$ cat src/rtl/mem_lsu_pkg.sv
// Shared CPU defines for the load/store unit: ls_sel bit positions, bus size
// codes, LSU FSM state encoding and small address helpers.
package mem_lsu_pkg;

  localparam int LS_SEL_STORE    = 3;
  localparam int LS_SEL_UNSIGNED = 2;

  localparam logic [1:0] SIZE_BYTE = 2'd0;
  localparam logic [1:0] SIZE_HALF = 2'd1;
  localparam logic [1:0] SIZE_WORD = 2'd2;
  localparam logic [1:0] SIZE_RSVD = 2'd3;

  typedef enum logic [1:0] {
    ST_IDLE = 2'd0,
    ST_REQ  = 2'd1,
    ST_WAIT = 2'd2,
    ST_DONE = 2'd3
  } lsu_state_t;

  // The reserved size code behaves as a word access.
  function automatic logic [1:0] bus_size(input logic [1:0] sel_size);
    return (sel_size == SIZE_RSVD) ? SIZE_WORD : sel_size;
  endfunction

  function automatic logic misaligned(input logic [1:0] size, input logic [1:0] addr_lo);
    return ((size == SIZE_HALF) && addr_lo[0]) ||
           ((size == SIZE_WORD) && (addr_lo != 2'b00));
  endfunction

endpackage

$ cat src/rtl/mem_lsu_align.sv
// Combinational data steering: load lane extract with sign/zero extension,
// and store lane replication.
module lsu_align
  import mem_lsu_pkg::*;
(
  input  logic [1:0]  ld_size,
  input  logic        ld_unsigned,
  input  logic [1:0]  ld_addr_lo,
  input  logic [31:0] rdata,
  input  logic [1:0]  st_size,
  input  logic [31:0] wdata,
  output logic [31:0] ld_data,
  output logic [31:0] st_data
);

  logic [7:0]  ld_byte;
  logic [15:0] ld_half;

  always_comb begin
    ld_byte = rdata[{ld_addr_lo, 3'b000} +: 8];
    ld_half = rdata[{ld_addr_lo[1], 4'b0000} +: 16];
    ld_data = rdata;
    case (ld_size)
      SIZE_BYTE: ld_data = ld_unsigned ? {24'h0, ld_byte} : {{24{ld_byte[7]}}, ld_byte};
      SIZE_HALF: ld_data = ld_unsigned ? {16'h0, ld_half} : {{16{ld_half[15]}}, ld_half};
      default:   ld_data = rdata;
    endcase
  end

  always_comb begin
    st_data = wdata;
    case (st_size)
      SIZE_BYTE: st_data = {4{wdata[7:0]}};
      SIZE_HALF: st_data = {2{wdata[15:0]}};
      default:   st_data = wdata;
    endcase
  end

endmodule

$ cat src/rtl/mem_lsu.sv
// MEM-stage load/store unit: issues one bus transaction at a time, stalls the
// pipeline while it is outstanding and returns the aligned load result.
module mem_lsu
  import mem_lsu_pkg::*;
(
  input  logic        clk,
  input  logic        rst,
  input  logic        flush,
  input  logic        ls_ena,
  input  logic [3:0]  ls_sel,
  input  logic [31:0] addr,
  input  logic [31:0] wdata,
  output logic        data_req,
  output logic        data_wr,
  output logic [1:0]  data_size,
  output logic [31:0] data_addr,
  output logic [31:0] data_wdata,
  input  logic        data_addr_ok,
  input  logic        data_data_ok,
  input  logic [31:0] data_rdata,
  output logic [31:0] mem_rdata,
  output logic        mem_valid,
  output logic        mem_stall,
  output logic        mem_adel,
  output logic        mem_ades,
  output lsu_state_t  state_dbg
);

  // Bus handshake: data_req stays high with stable addr/size/wr/wdata until the
  // cycle data_addr_ok is seen; data_data_ok (with data_rdata for loads) closes
  // the transaction and may coincide with data_addr_ok.

  lsu_state_t  state_q, state_d;
  logic        killed_q, killed_d;
  logic        launch, capture;
  logic [31:0] req_addr_q, req_wdata_q, mem_rdata_q;
  logic [1:0]  req_size_q;
  logic        req_wr_q, req_unsigned_q;

  logic [1:0]  cur_size;
  logic        cur_store, cur_misaligned;
  logic [31:0] ld_data, st_data;

  assign cur_size       = bus_size(ls_sel[1:0]);
  assign cur_store      = ls_sel[LS_SEL_STORE];
  assign cur_misaligned = misaligned(cur_size, addr[1:0]);

  lsu_align u_align (
    .ld_size     (req_size_q),
    .ld_unsigned (req_unsigned_q),
    .ld_addr_lo  (req_addr_q[1:0]),
    .rdata       (data_rdata),
    .st_size     (cur_size),
    .wdata       (wdata),
    .ld_data     (ld_data),
    .st_data     (st_data)
  );

  always_ff @(posedge clk) begin
    if (rst) begin
      state_q        <= ST_IDLE;
      killed_q       <= 1'b0;
      req_addr_q     <= 32'h0;
      req_wdata_q    <= 32'h0;
      req_size_q     <= SIZE_BYTE;
      req_wr_q       <= 1'b0;
      req_unsigned_q <= 1'b0;
      mem_rdata_q    <= 32'h0;
    end else begin
      state_q  <= state_d;
      killed_q <= killed_d;
      if (launch) begin
        req_addr_q     <= addr;
        req_wdata_q    <= st_data;
        req_size_q     <= cur_size;
        req_wr_q       <= cur_store;
        req_unsigned_q <= ls_sel[LS_SEL_UNSIGNED];
      end
      if (capture && !req_wr_q) begin
        mem_rdata_q <= ld_data;
      end
    end
  end

  always_comb begin
    state_d   = state_q;
    killed_d  = killed_q;
    launch    = 1'b0;
    capture   = 1'b0;
    data_req  = 1'b0;
    mem_stall = 1'b0;
    mem_valid = 1'b0;
    mem_adel  = 1'b0;
    mem_ades  = 1'b0;
    case (state_q)
      ST_IDLE: begin
        killed_d = 1'b0;
        if (!rst && ls_ena && !flush) begin
          if (cur_misaligned) begin
            mem_adel = !cur_store;
            mem_ades = cur_store;
          end else begin
            mem_stall = 1'b1;
            launch    = 1'b1;
            state_d   = ST_REQ;
          end
        end
      end
      ST_REQ: begin
        data_req  = 1'b1;
        mem_stall = 1'b1;
        if (data_addr_ok) begin
          if (data_data_ok) begin
            capture = !flush;
            state_d = flush ? ST_IDLE : ST_DONE;
          end else begin
            // Already accepted by the bus: the response must still be absorbed.
            killed_d = flush;
            state_d  = ST_WAIT;
          end
        end else if (flush) begin
          state_d = ST_IDLE;
        end
      end
      ST_WAIT: begin
        mem_stall = 1'b1;
        if (flush) killed_d = 1'b1;
        if (data_data_ok) begin
          if (killed_q || flush) begin
            killed_d = 1'b0;
            state_d  = ST_IDLE;
          end else begin
            capture = 1'b1;
            state_d = ST_DONE;
          end
        end
      end
      ST_DONE: begin
        mem_valid = !req_wr_q;
        state_d   = ST_IDLE;
      end
      default: state_d = ST_IDLE;
    endcase
  end

  assign data_wr    = req_wr_q;
  assign data_size  = req_size_q;
  assign data_addr  = req_addr_q;
  assign data_wdata = req_wdata_q;
  assign mem_rdata  = mem_rdata_q;
  assign state_dbg  = state_q;

endmodule
$ cat config.mk
export PLATFORM = sky130hd
export DESIGN_NAME = mem_lsu
export DESIGN_NICKNAME = d
export VERILOG_FILES = /design/src/rtl/mem_lsu_pkg.sv /design/src/rtl/mem_lsu_align.sv /design/src/rtl/mem_lsu.sv
export SDC_FILE = /design/constraint.sdc
export NUM_CORES = 1
export LEC_CHECK = 0
export CORE_MARGIN = 5
export CORE_UTILIZATION = 45
export DETAILED_ROUTE_END_ITERATION = 16
export PLACE_DENSITY = 0.86
export REMOVE_ABC_BUFFERS = 1
export SLEW_MARGIN = 20
export SYNTH_ARGS = -nofsm -noshare
export SYNTH_HDL_FRONTEND = slang
export SYNTH_SLANG_ARGS = --single-unit
$ cat constraint.sdc
create_clock -name clk -period 5.3 [get_ports clk]
set_input_delay 0.795 -clock clk [delete_from_list [all_inputs] [get_ports clk]]
set_output_delay 0.795 -clock clk [all_outputs]
set_load 0.02 [all_outputs]
==> flow_summary.yaml <==
run_status:
  run_status: "finished, final reports clean"
final_layout:
  final_common_cell: "clkdlybuf4s50_1"
  fin_cells: 895
  nets: 866
  fillCellCount: 813
  area_growth_pct: 50.2
  antenna_cells: 0
  utilization_pct: 69.1
  design_area_um2: 7100
  drive_gt1_share_pct: 6.59
  mostFrequentLayoutCells: "clkdlybuf4s50_1 (210), nand2_1 (128), dfxtp_1 (103)"
die:
  die_h_um: 112
  die_w_um: 112
  rows: 37
  pin_count: 212
  coreArea_um2: 10300
  dieArea_um2: 12700
  start_util_pct: 46.0
route:
  remaining_drc_errors: 0
  dr.pass1.iters: 5
  dr.first_iter.drc_count: 334
  vias_per_cell: 5.51
  dr_total_vias: 4932
  wl_per_cell_um: 17.2
  antenna_left: 0
  drt-total-wl_um: 15400
setup_path:
  worstPathMaxFanout: 18
  cp_num_cells: 6
  crit_start: "ls_sel[0]"
  crit_slowest_cell: "clkdlybuf4s50_1"
  crit_type: "in2out"
  path_common_cell: "nor2_1"
  arrival_ps: 3100
  crit_required_ps: 4510
  cp_top_family: "buffers and inverters"
  timing.critical_path.cells: "clkdlybuf4s50_1, nor2_1, o21a_2, nor2_1, nor2_1, clkdlybuf4s50_1"
  timing.rr.end: "mem_rdata[13]"
  reg2reg_slack_ps: 2830
  slowest_delay_ps: 830
  reg2regPathDepth: 5
  crit_path_end: "mem_stall"
  path_buf_inv: 2
  endpoint_kind: "primary output"
  r2r-start: "data_size[1]"
  critPathLaunchType: "input pin"
clock_network:
  postCtsSetupRepairBufs: 0
  cts.path.max_buffers: 2
  cts_tree: "yes"
  post_cts_resized: 0
  cts_hold_buf: 0
  clock_latency_ps: 350
  cts_inserted_buffers: 9
  path_clk_slew_ps: 100
  cts-root-buf: "clkbuf_8"
  clock-sinks: 103
  htreeDepth: 3
grt:
  grt_pass1_vias: 4848
  grt_overflow_total: 0
  grt_usage_pct: 23.4
  antenna_found_initial: 0
  grt_pass1_wl_um: 24500
  grt_start_max_net_pins: 85
synth:
  synth_top_area_share_pct: 43.6
  syn_area_per_cell_um2: 8.24
  ys_ff_latch: 103
  ys_types: 44
  synth_edf_count: 0
  ys_async_sr_fraction_pct: 0
  yosys_warnings: 0
  synth_ff_type: "dfxtp_1"
  yosysSeqAreaShare_pct: 43.6
  synth_top_area_cell: "dfxtp_1"
  synthTopCellsByArea: "dfxtp_1 (44%), nand2_1 (10%), a21oi_1 (7.4%)"
  synthesis.area_um2: 4730
  syn_inst: 574
power_and_ir_drop:
  power_switching_uw: 430
  combPwrFrac_pct: 18.0
  p_int_mw: 1.27
  p_leak_nw: 2.43
  power_mw: 1.70
  p_sw_share_pct: 25.3
  power.density_nw_per_um2: 240
  pwr-share-seq_pct: 47.3
  peakVddDrop_mv: 0.156
  clkPwrFrac_pct: 34.6
sta:
  final.setup.worst_slack_ps: 1400
  worst_pin_slew_ps: 1130
  fin_tns_setup_ps: 0
  holdWs_ps: 458
  finalSetupViolations: 0
  fin_skew_ps: 11.7
  max_slew_margin_pct: 24.9
  finalHoldViolations: 0
  finalMaxSlewViolations: 0
  rsz0062_at_grt: "false"
  fin_crit_sh_pct: 73.6
  fmax_ghz: 0.256
  min_period_ps: 3900
placement:
  gp_congestion: 0.866
  port_buffers: 211
  dpl.cell_count: 880
  hpwl_um: 11100
  dp_slack_ps: 1400
  place_area_um2: 6860
worst_hold_path:
  hp-class: "reg2reg"
job:
  max-cap-violations: 0
==> registers in the layout, indices dropped and copies added (netlist names) <==
register        count
data_addr          32
data_size           2
data_wdata         32
data_wr             1
killed_q            1
mem_rdata          32
req_unsigned_q      1
state_dbg           2
==> layer usage <==
metal  up-vias  routed length [um]  track usage, %
li1       2388                   -               -
met1      2287                6040            27.7
met2       236                7450            40.7
met3        21                1670            7.82
met4         0                 221            6.01
met5         -                   0               0
==> cell type report <==
cell class	count	area, um2	share of cell area [%]
multi-input cells	413	2420	34.1
well taps	136	170	2.40
repair buffers	220	2170	30.6
inverters	8	30.0	0.423
clock buffers	10	138	1.94
flip-flops and latches	103	2060	29.0
clock inverters	5	106	1.50
==> logic make-up after synthesis <==
family	synth area share (%)
AO/OA/AOI/OAI	25.8
adder cells (fa/ha/maj)	1.32
buffers and inverters	5.45
flip-flops	43.6
multiplexers	7.25
AND/OR/NAND/NOR	16.5
==> worst min-delay path, stage by stage, from the launching register on <==
cell and delay, ps:
dfxtp_1 320, nand2_1 50, a21oi_1 50
==> worst min path at each step <==
stage,startpoint,end,slack (ps),cells past startpoint
floorplan,req_unsigned_q,req_unsigned_q,460,2
global placement,data_addr[8],data_addr[8],440,2
detailed placement,data_addr[8],data_addr[8],450,2
CTS,data_addr[8],data_addr[8],460,2
global route,data_wdata[7],data_wdata[7],480,2
finish,data_addr[25],data_addr[25],460,2
==> power by group through the flow <==
stage / clock [mW] / combinational, mW / sequential (mW)
6_report: 0.589 / 0.307 / 0.805
5_1_grt: 0.636 / 0.330 / 0.808
4_1_cts: 0.600 / 0.308 / 0.806
3_5_place_dp: 0 / 0.306 / 0.824
3_3_place_gp: 0 / 0.300 / 0.822
2_1_floorplan: 0 / 0.0997 / 0.848
==> cells in the mapped netlist, types with 2 or more instances <==
cell and n:
a21oi_2 7, mux2i_1 32, nor2b_1 4, o21a_1 2, nand3b_1 2, a311oi_1 8, buf_4 2, nor2_1 41
o32ai_1 7, nand2_1 128, a2111oi_0 17, a221oi_1 2, clkbuf_1 27, o22ai_1 2, o221ai_2 7, dfxtp_1 103
buf_2 19, a211oi_1 8, a21oi_1 70, o21ai_0 50, ha_1 5, inv_1 8, nor3_1 2
No activity file was read; power rests on OpenSTA's default activity.
